==> config.mk <==
export PLATFORM = sky130hd
export DESIGN_NAME = serial_addsub
export DESIGN_NICKNAME = d
export VERILOG_FILES = /design/src/rtl/addsub_pkg.sv /design/src/rtl/fa_slice.sv /design/src/rtl/serial_addsub.sv
export SDC_FILE = /design/constraint.sdc
export NUM_CORES = 1
export LEC_CHECK = 0
export CORE_UTILIZATION = 50
export DETAILED_ROUTE_END_ITERATION = 8
export HOLD_SLACK_MARGIN = 0.02
export PLACE_DENSITY = 0.77
export SLEW_MARGIN = 0
export SYNTH_ARGS = -nofsm -noshare
export SYNTH_HDL_FRONTEND = slang
export SYNTH_HIERARCHICAL = 1
export SYNTH_SLANG_ARGS = --single-unit
==> constraint.sdc <==
create_clock -name clk -period 1.8 [get_ports clk]
set_input_delay 0.45 -clock clk [delete_from_list [all_inputs] [get_ports clk]]
set_output_delay 0.45 -clock clk [all_outputs]
set_load 0.01 [all_outputs]
==> src/rtl/addsub_pkg.sv <==
// rtl/addsub_pkg.sv - shared state encoding and width limits for the serial add/sub unit
package addsub_pkg;

  localparam int MIN_WIDTH = 2;
  localparam int MAX_WIDTH = 32;

  typedef enum logic [1:0] {
    ST_IDLE = 2'd0,
    ST_RUN  = 2'd1,
    ST_DONE = 2'd2
  } state_t;

endpackage

==> src/rtl/fa_slice.sv <==
// rtl/fa_slice.sv - combinational 1-bit full adder slice
module fa_slice (
  input  logic a,
  input  logic b,
  input  logic c_in,
  output logic sum,
  output logic c_out
);

  assign sum   = a ^ b ^ c_in;
  assign c_out = (a & b) | (a & c_in) | (b & c_in);

endmodule

==> src/rtl/serial_addsub.sv <==
// rtl/serial_addsub.sv - bit-serial WIDTH-bit add/subtract, one bit per clock
module serial_addsub
  import addsub_pkg::*;
#(
  parameter  int WIDTH = 8,
  localparam int CNT_W = $clog2(WIDTH)
) (
  input  logic             clk,
  input  logic             rst,
  input  logic             start,
  input  logic             sub,
  input  logic             cin,
  input  logic [WIDTH-1:0] a,
  input  logic [WIDTH-1:0] b,
  output logic [WIDTH-1:0] sum,
  output logic             cout,
  output logic             ovf,
  output logic             busy,
  output logic             done
);

  localparam logic [CNT_W-1:0] LAST_BIT = CNT_W'(WIDTH - 1);

  state_t           r_state;
  logic [WIDTH-1:0] r_a;
  logic [WIDTH-1:0] r_b;
  logic [WIDTH-2:0] r_res;
  logic             r_carry;
  logic [CNT_W-1:0] r_cnt;
  logic [WIDTH-1:0] r_sum;
  logic             r_cout;
  logic             r_ovf;

  logic             w_s;
  logic             w_c;
  logic             w_last;
  logic [WIDTH-1:0] w_res_next;

  fa_slice u_fa (
    .a     (r_a[0]),
    .b     (r_b[0]),
    .c_in  (r_carry),
    .sum   (w_s),
    .c_out (w_c)
  );

  // The partial result keeps only the WIDTH-1 bits already produced; the MSB arrives on the last cycle.
  assign w_res_next = {w_s, r_res};
  assign w_last     = (r_cnt == LAST_BIT);

  always_ff @(posedge clk) begin
    if (rst) begin
      r_state <= ST_IDLE;
      r_a     <= '0;
      r_b     <= '0;
      r_res   <= '0;
      r_carry <= 1'b0;
      r_cnt   <= '0;
      r_sum   <= '0;
      r_cout  <= 1'b0;
      r_ovf   <= 1'b0;
    end else begin
      case (r_state)
        ST_IDLE, ST_DONE: begin
          if (start) begin
            r_a     <= a;
            r_b     <= sub ? ~b : b;
            r_carry <= sub | cin;
            r_res   <= '0;
            r_cnt   <= '0;
            r_state <= ST_RUN;
          end else begin
            r_state <= ST_IDLE;
          end
        end
        ST_RUN: begin
          r_a     <= r_a >> 1;
          r_b     <= r_b >> 1;
          r_res   <= w_res_next[WIDTH-1:1];
          r_carry <= w_c;
          r_cnt   <= r_cnt + 1'b1;
          if (w_last) begin
            // r_carry is the carry into the MSB at this point.
            r_sum   <= w_res_next;
            r_cout  <= w_c;
            r_ovf   <= r_carry ^ w_c;
            r_state <= ST_DONE;
          end
        end
        default: r_state <= ST_IDLE;
      endcase
    end
  end

  assign sum  = r_sum;
  assign cout = r_cout;
  assign ovf  = r_ovf;
  assign busy = (r_state == ST_RUN);
  assign done = (r_state == ST_DONE);

endmodule

# Yosys cells after proc, flatten, opt, wreduce, memory -nomap -nowiden

Index checks and enable logic that the tools add are counted.

Register bits after elaboration: 39
Input bits: 21
Output and inout port bits: 12
Logic and storage cells: 44

Add/subtract/negate cells: 1
Equal/unequal tests: 5
Multiplexer cells: 14
Bitwise logic cells: 10
Reductions and logical operators: 5

Operator list:

| operator                                               | number |
|---|---|
| one-hot mux 8 bit (2 select lines)                     | 2 |
| 2-to-1 mux 8 bit                                       | 3 |
| one-hot mux 7 bit (2 select lines)                     | 1 |
| inverter 8 bit                                         | 1 |
| 2-to-1 mux 7 bit                                       | 1 |
| one-hot mux 3 bit (2 select lines)                     | 1 |
| one-hot mux 2 bit (2 select lines)                     | 1 |
| AND reduction 2 bit                                    | 2 |
| adder 3 x 1 -> 3 bit (second input constant)           | 1 |
| bitwise AND 1 bit                                      | 3 |
| equality test 3 bit (second input constant)            | 1 |
| 2-to-1 mux 3 bit                                       | 1 |
| bitwise OR 1 bit                                       | 3 |
| bitwise XOR 1 bit                                      | 3 |
| equality test 2 x 1 -> 1 bit (second input constant)   | 1 |
| equality test 2 bit (second input constant)            | 1 |
| zero test 2 bit                                        | 1 |
| 2-to-1 mux 1 bit                                       | 2 |
| 2-to-1 mux 2 bit                                       | 1 |
| inequality test 2 x 1 -> 1 bit (second input constant) | 1 |
| inequality test 2 bit (second input constant)          | 1 |
| one-hot mux 1 bit (2 select lines)                     | 1 |
| nonzero test 2 bit                                     | 1 |
| OR reduction 2 bit                                     | 1 |

# Depth between registers and ports, before layout

Depth in word-level cells: 4
Depth in mapped cells: 6
Depth with buffers taken out: 5

# Modules after synthesis

Netlist, hierarchy kept.

By module, submodules not included:

| module        | times used | cells an instance | area each (um^2) | seq. area each (um^2) |
|---|---|---|---|---|
| serial_addsub | 1          | 186               | 1716.6           | 780.7 |
| fa_slice      | 1          | 1                 | 20.0             | 0.0 |

# Least setup slack after synthesis

No wires, ideal clock.

Path kind: reg-to-reg
Start: register r_cnt[0]
End: register r_ovf, in the netlist ovf
Setup time: 86 ps
Arrival time: 1186 ps
Required time: 1714 ps
Setup slack: 529 ps
Stages on the path, launching flop included: 6
Buffers on the path: 1
Clock period less this slack: 1271 ps
Path through: dfxtp_1 > ha_1 > ha_1 > and3b_1 > buf_2 > a211oi_1

Word-level cells in the longest chain between the ends: 2

Ends and longest elaborated chain:

| item                                 | line                | RTL |
|---|---|---|
| start, declared                      | serial_addsub.sv:29 | `logic [CNT_W-1:0] r_cnt;` |
| start signal, assigned               | serial_addsub.sv:81 | `r_cnt <= r_cnt + 1'b1;` |
| equality test 3 bit                  | serial_addsub.sv:49 | `assign w_last = (r_cnt == LAST_BIT);` |
| AND reduction 2 bit (no source line) | --                  |  |
| end signal, assigned                 | serial_addsub.sv:86 | `r_ovf <= r_carry ^ w_c;` |
| end, declared                        | serial_addsub.sv:32 | `logic r_ovf;` |

Every way passes these cells.
A chain may end at the register's enable or synchronous reset.

# Worst setup path in the final report

Start: register r_sum[3], in the netlist sum[3]
End: output sum[3]

RTL lines:

| item                   | line                | RTL |
|---|---|---|
| start, declared        | serial_addsub.sv:30 | `logic [WIDTH-1:0] r_sum;` |
| start signal, assigned | serial_addsub.sv:84 | `r_sum <= w_res_next;` |
| end, declared          | serial_addsub.sv:15 | `output logic [WIDTH-1:0] sum,` |

No word-level cell between the ends.

==> key figures <==
Clock network
  – Clock Tree Root: clkbuf_4
  – Resized cells post-CTS: 5
  – Clk slew on worst S/H paths: 110 ps
  – CTS buffer count: 5
  – Setup repair bufs after CTS: 0
  – Clock Tree Buf Depth: 2
  – # clock sinks: 39
  – H-tree levels: 2
  – Cts hold-fix bufs: 0
  – TritonCTS clock tree: built
  – Clock latency on the worst-skew pair: about 330 ps

Place
  – GPL Wtd Cong: 0.732
  – Port Buffers: 32
  – Detailed Place HPWL: about 2200 um

Worst setup path
  – Worst r2r path cells: 5
  – CP Max Fanout: 2
  – Slowest cell delay on critical path: between 500 and 600 ps
  – Reg2reg start: r_cnt[0]
  – Critical path class: register to output port
  – Worst path slowest cell: clkdlybuf4s50_1
  – Worst path arrival time: 1220 ps
  – Reg-to-reg slack, setup: 280 ps
  – Buf+Inv Stages, Crit Path: 1
  – WP data required: 1350 ps
  – Startpoint class of the critical path: register
  – Cell family with most CP delay: buffers and inverters
  – R2r endpoint: ovf
  – Cell Chain, Critical Path: clkdlybuf4s50_1
  – Crit end category: output port

Hold path
  – HP Start: sum[7]
  – Hold depth: 2
  – Hold Crit Endpoint: sum[7]
  – Min-Delay Path Class: register to register

Die
  – FP Rows: 21
  – Core box area: 0.00334 mm2
  – Initial core utilization: 52.0%
  – Chip width: 60.9 um
  – I/O pin total: 33
  – Die height: approximately 61 um
  – Die area: 0.00371 mm2

Timing
  – Endpoints failing setup: 0
  – Final period utilization: 92.6%
  – WHS: between 400 and 500 ps
  – Clock skew: 11.1 ps
  – Actual slew at the worst max-slew pin: around 390 ps
  – Setup_tns: 0 ps
  – Slew margin rel.: 74.3%
  – Period minus WS final: 1670 ps
  – Pins Over Slew Limit: 0
  – F_max: 0.600 GHz
  – Hold Fails Final Rpt: 0
  – RSZ-0062 raised after global routing: false

Global routing
  – Global route overflow: 0
  – Global-route usage over all layers: 21.0%
  – Initial antenna violation count: 0
  – Vias in the first global route: 1309
  – First-pass GRT wire length: 5570 um
  – Pin count of the biggest net entering global routing: 40

Power and ir drop
  – VDD IR max: ~0.45 mV
  – Switch Pwr: approximately 420 uW
  – Internal Pwr Total: 1170 uW
  – Switch share: 26.4%
  – Lkg Pwr: roughly 0.00073 uW
  – Power density cells: 751 mW/mm2
  – Sequential share of power: 58.0%
  – Clock power frac: 25.9%
  – Combinational Power Share: 16.1%

Synth
  – Dominant cell type by area after synthesis: dfxtp_1
  – Most common cell in the netlist: dfxtp_1
  – Mapped Area: 0.00174 mm2
  – Post-synth EDFFs: 0
  – Yosys cell types: 28
  – Asr flop ratio synth: 0%
  – Syn_area_per_cell: 9.29 um2
  – FF+latch count, synth: 39
  – Post-Synthesis Cells: 187
  – Largest cells by area after synthesis: dfxtp_1 45%, a21oi_1 7.8%, nand3_1 7.5%
  – Synth warnings: 6
  – Commonest cells post-synth: 39 x dfxtp_1, 29 x nand2_1, 27 x a21oi_1, 26 x nand3_1, 9 x a22oi_2
  – Post-synth top flop: dfxtp_1
  – Synth Net Count: 211
  – Share of the synthesized area in the top cell type: 45.0%
  – Register area share after synthesis: 45.0%

Routing
  – Antenna Nets Post-Route: 0
  – Initial DRT Pass Iterations: 4
  – Routed vias: 1438
  – Initial DRC count: 50
  – Wire length per cell: around 13 um
  – Drt via density: 5.43
  – Final WL: 3340 um
  – Drt drc: 0

Outcome
  – Status: complete, no violations

Layout
  – Area taken by multi-input logic gates: 821 um2
  – FF/Latch Area: 782 um2
  – ANT cells: 0
  – Final net count: 242
  – FILL cells: 285
  – Layout cells sized above 1: 15.5%
  – Area delta synth->final: 22.3%

Flow run
  – Max Cap Viol: 0
## cell type report
cell class / instances / area share (%)
inverter: 1 / 0.530
clock inverter: 1 / 0.236
timing repair buffer: 40 / 19.0
tap: 46 / 2.71
sequential: 39 / 36.8
multi-input combinational: 131 / 38.6
clock buffer: 7 / 2.12
## through the flow
step	util (%)	instance area [um2]	std cells	setup slack, ps	power (uW)
6_report	63.7	2120	265	133	1600
5_1_grt	63.7	2120	265	52.0	1680
4_1_cts	63.7	2120	265	115	1610
3_5_place_dp	62.0	2070	257	94.2	1200
3_3_place_gp	62.0	2070	257	128	1190
2_1_floorplan	-	1740	187	529	1120
## flip-flops by register name, summed over array words and instances (netlist names)
register  cells
r_cnt         3
r_res         7
r_carry       1
r_a           8
sum           8
ovf           1
r_b           8
cout          1
r_state       2
## cell usage in the layout, fill, tap and decap left out, types with 2 or more instances in the layout
cell	n
buf_12	2
nand2b_1	2
dfxtp_1	38
xor2_1	7
a22oi_1	5
ha_1	2
nand2_1	29
nor2_1	4
a22oi_2	9
xnor2_1	2
a21oi_2	7
clkbuf_4	5
nor2b_1	2
nand3_1	26
buf_4	6
dlygate4sd2_1	2
clkdlybuf4s50_1	30
clkbuf_1	2
a21oi_1	27
## power groups by stage
stage | logic (uW) | clock network (uW) | registers, uW
after CTS | 257 | 429 | 925
final | 256 | 414 | 926
after floorplan | 187 | 0 | 937
after detailed placement | 257 | 0 | 943
after global routing | 281 | 471 | 930
after global placement | 248 | 0 | 941
## how the worst max path moves through the flow
stage,startpoint,to,slack (ps),depth (start not counted)
global placement,start,r_b[7],130,4
floorplan,r_cnt[0],ovf,530,5
global route,sum[5],sum[5],50,1
detailed placement,start,r_a[2],90,5
CTS,sum[3],sum[3],110,1
finish,sum[3],sum[3],130,1
## cell families (layout without fill, tap and decap cells)
group	count (synthesis)	after routing	share of synthesized area (%)
AND/OR/NAND/NOR	66	66	17.4
AO/OA/AOI/OAI	53	53	22.3
flip-flops	39	39	45.0
buffers and inverters	17	49	8.21
XOR/XNOR	9	9	4.54
adder cells (fa/ha/maj)	3	3	2.59
## layer usage
layer	track usage, %	vias up	part of all wire, %	routed length, um
met5	0	-	0	0
met4	8.77	0	2.3	76
met3	7.04	10	5.1	172
met2	36.7	45	50	1670
met1	23.4	670	43	1430
li1	-	713	-	-
Power figures use the tool's default switching activity.
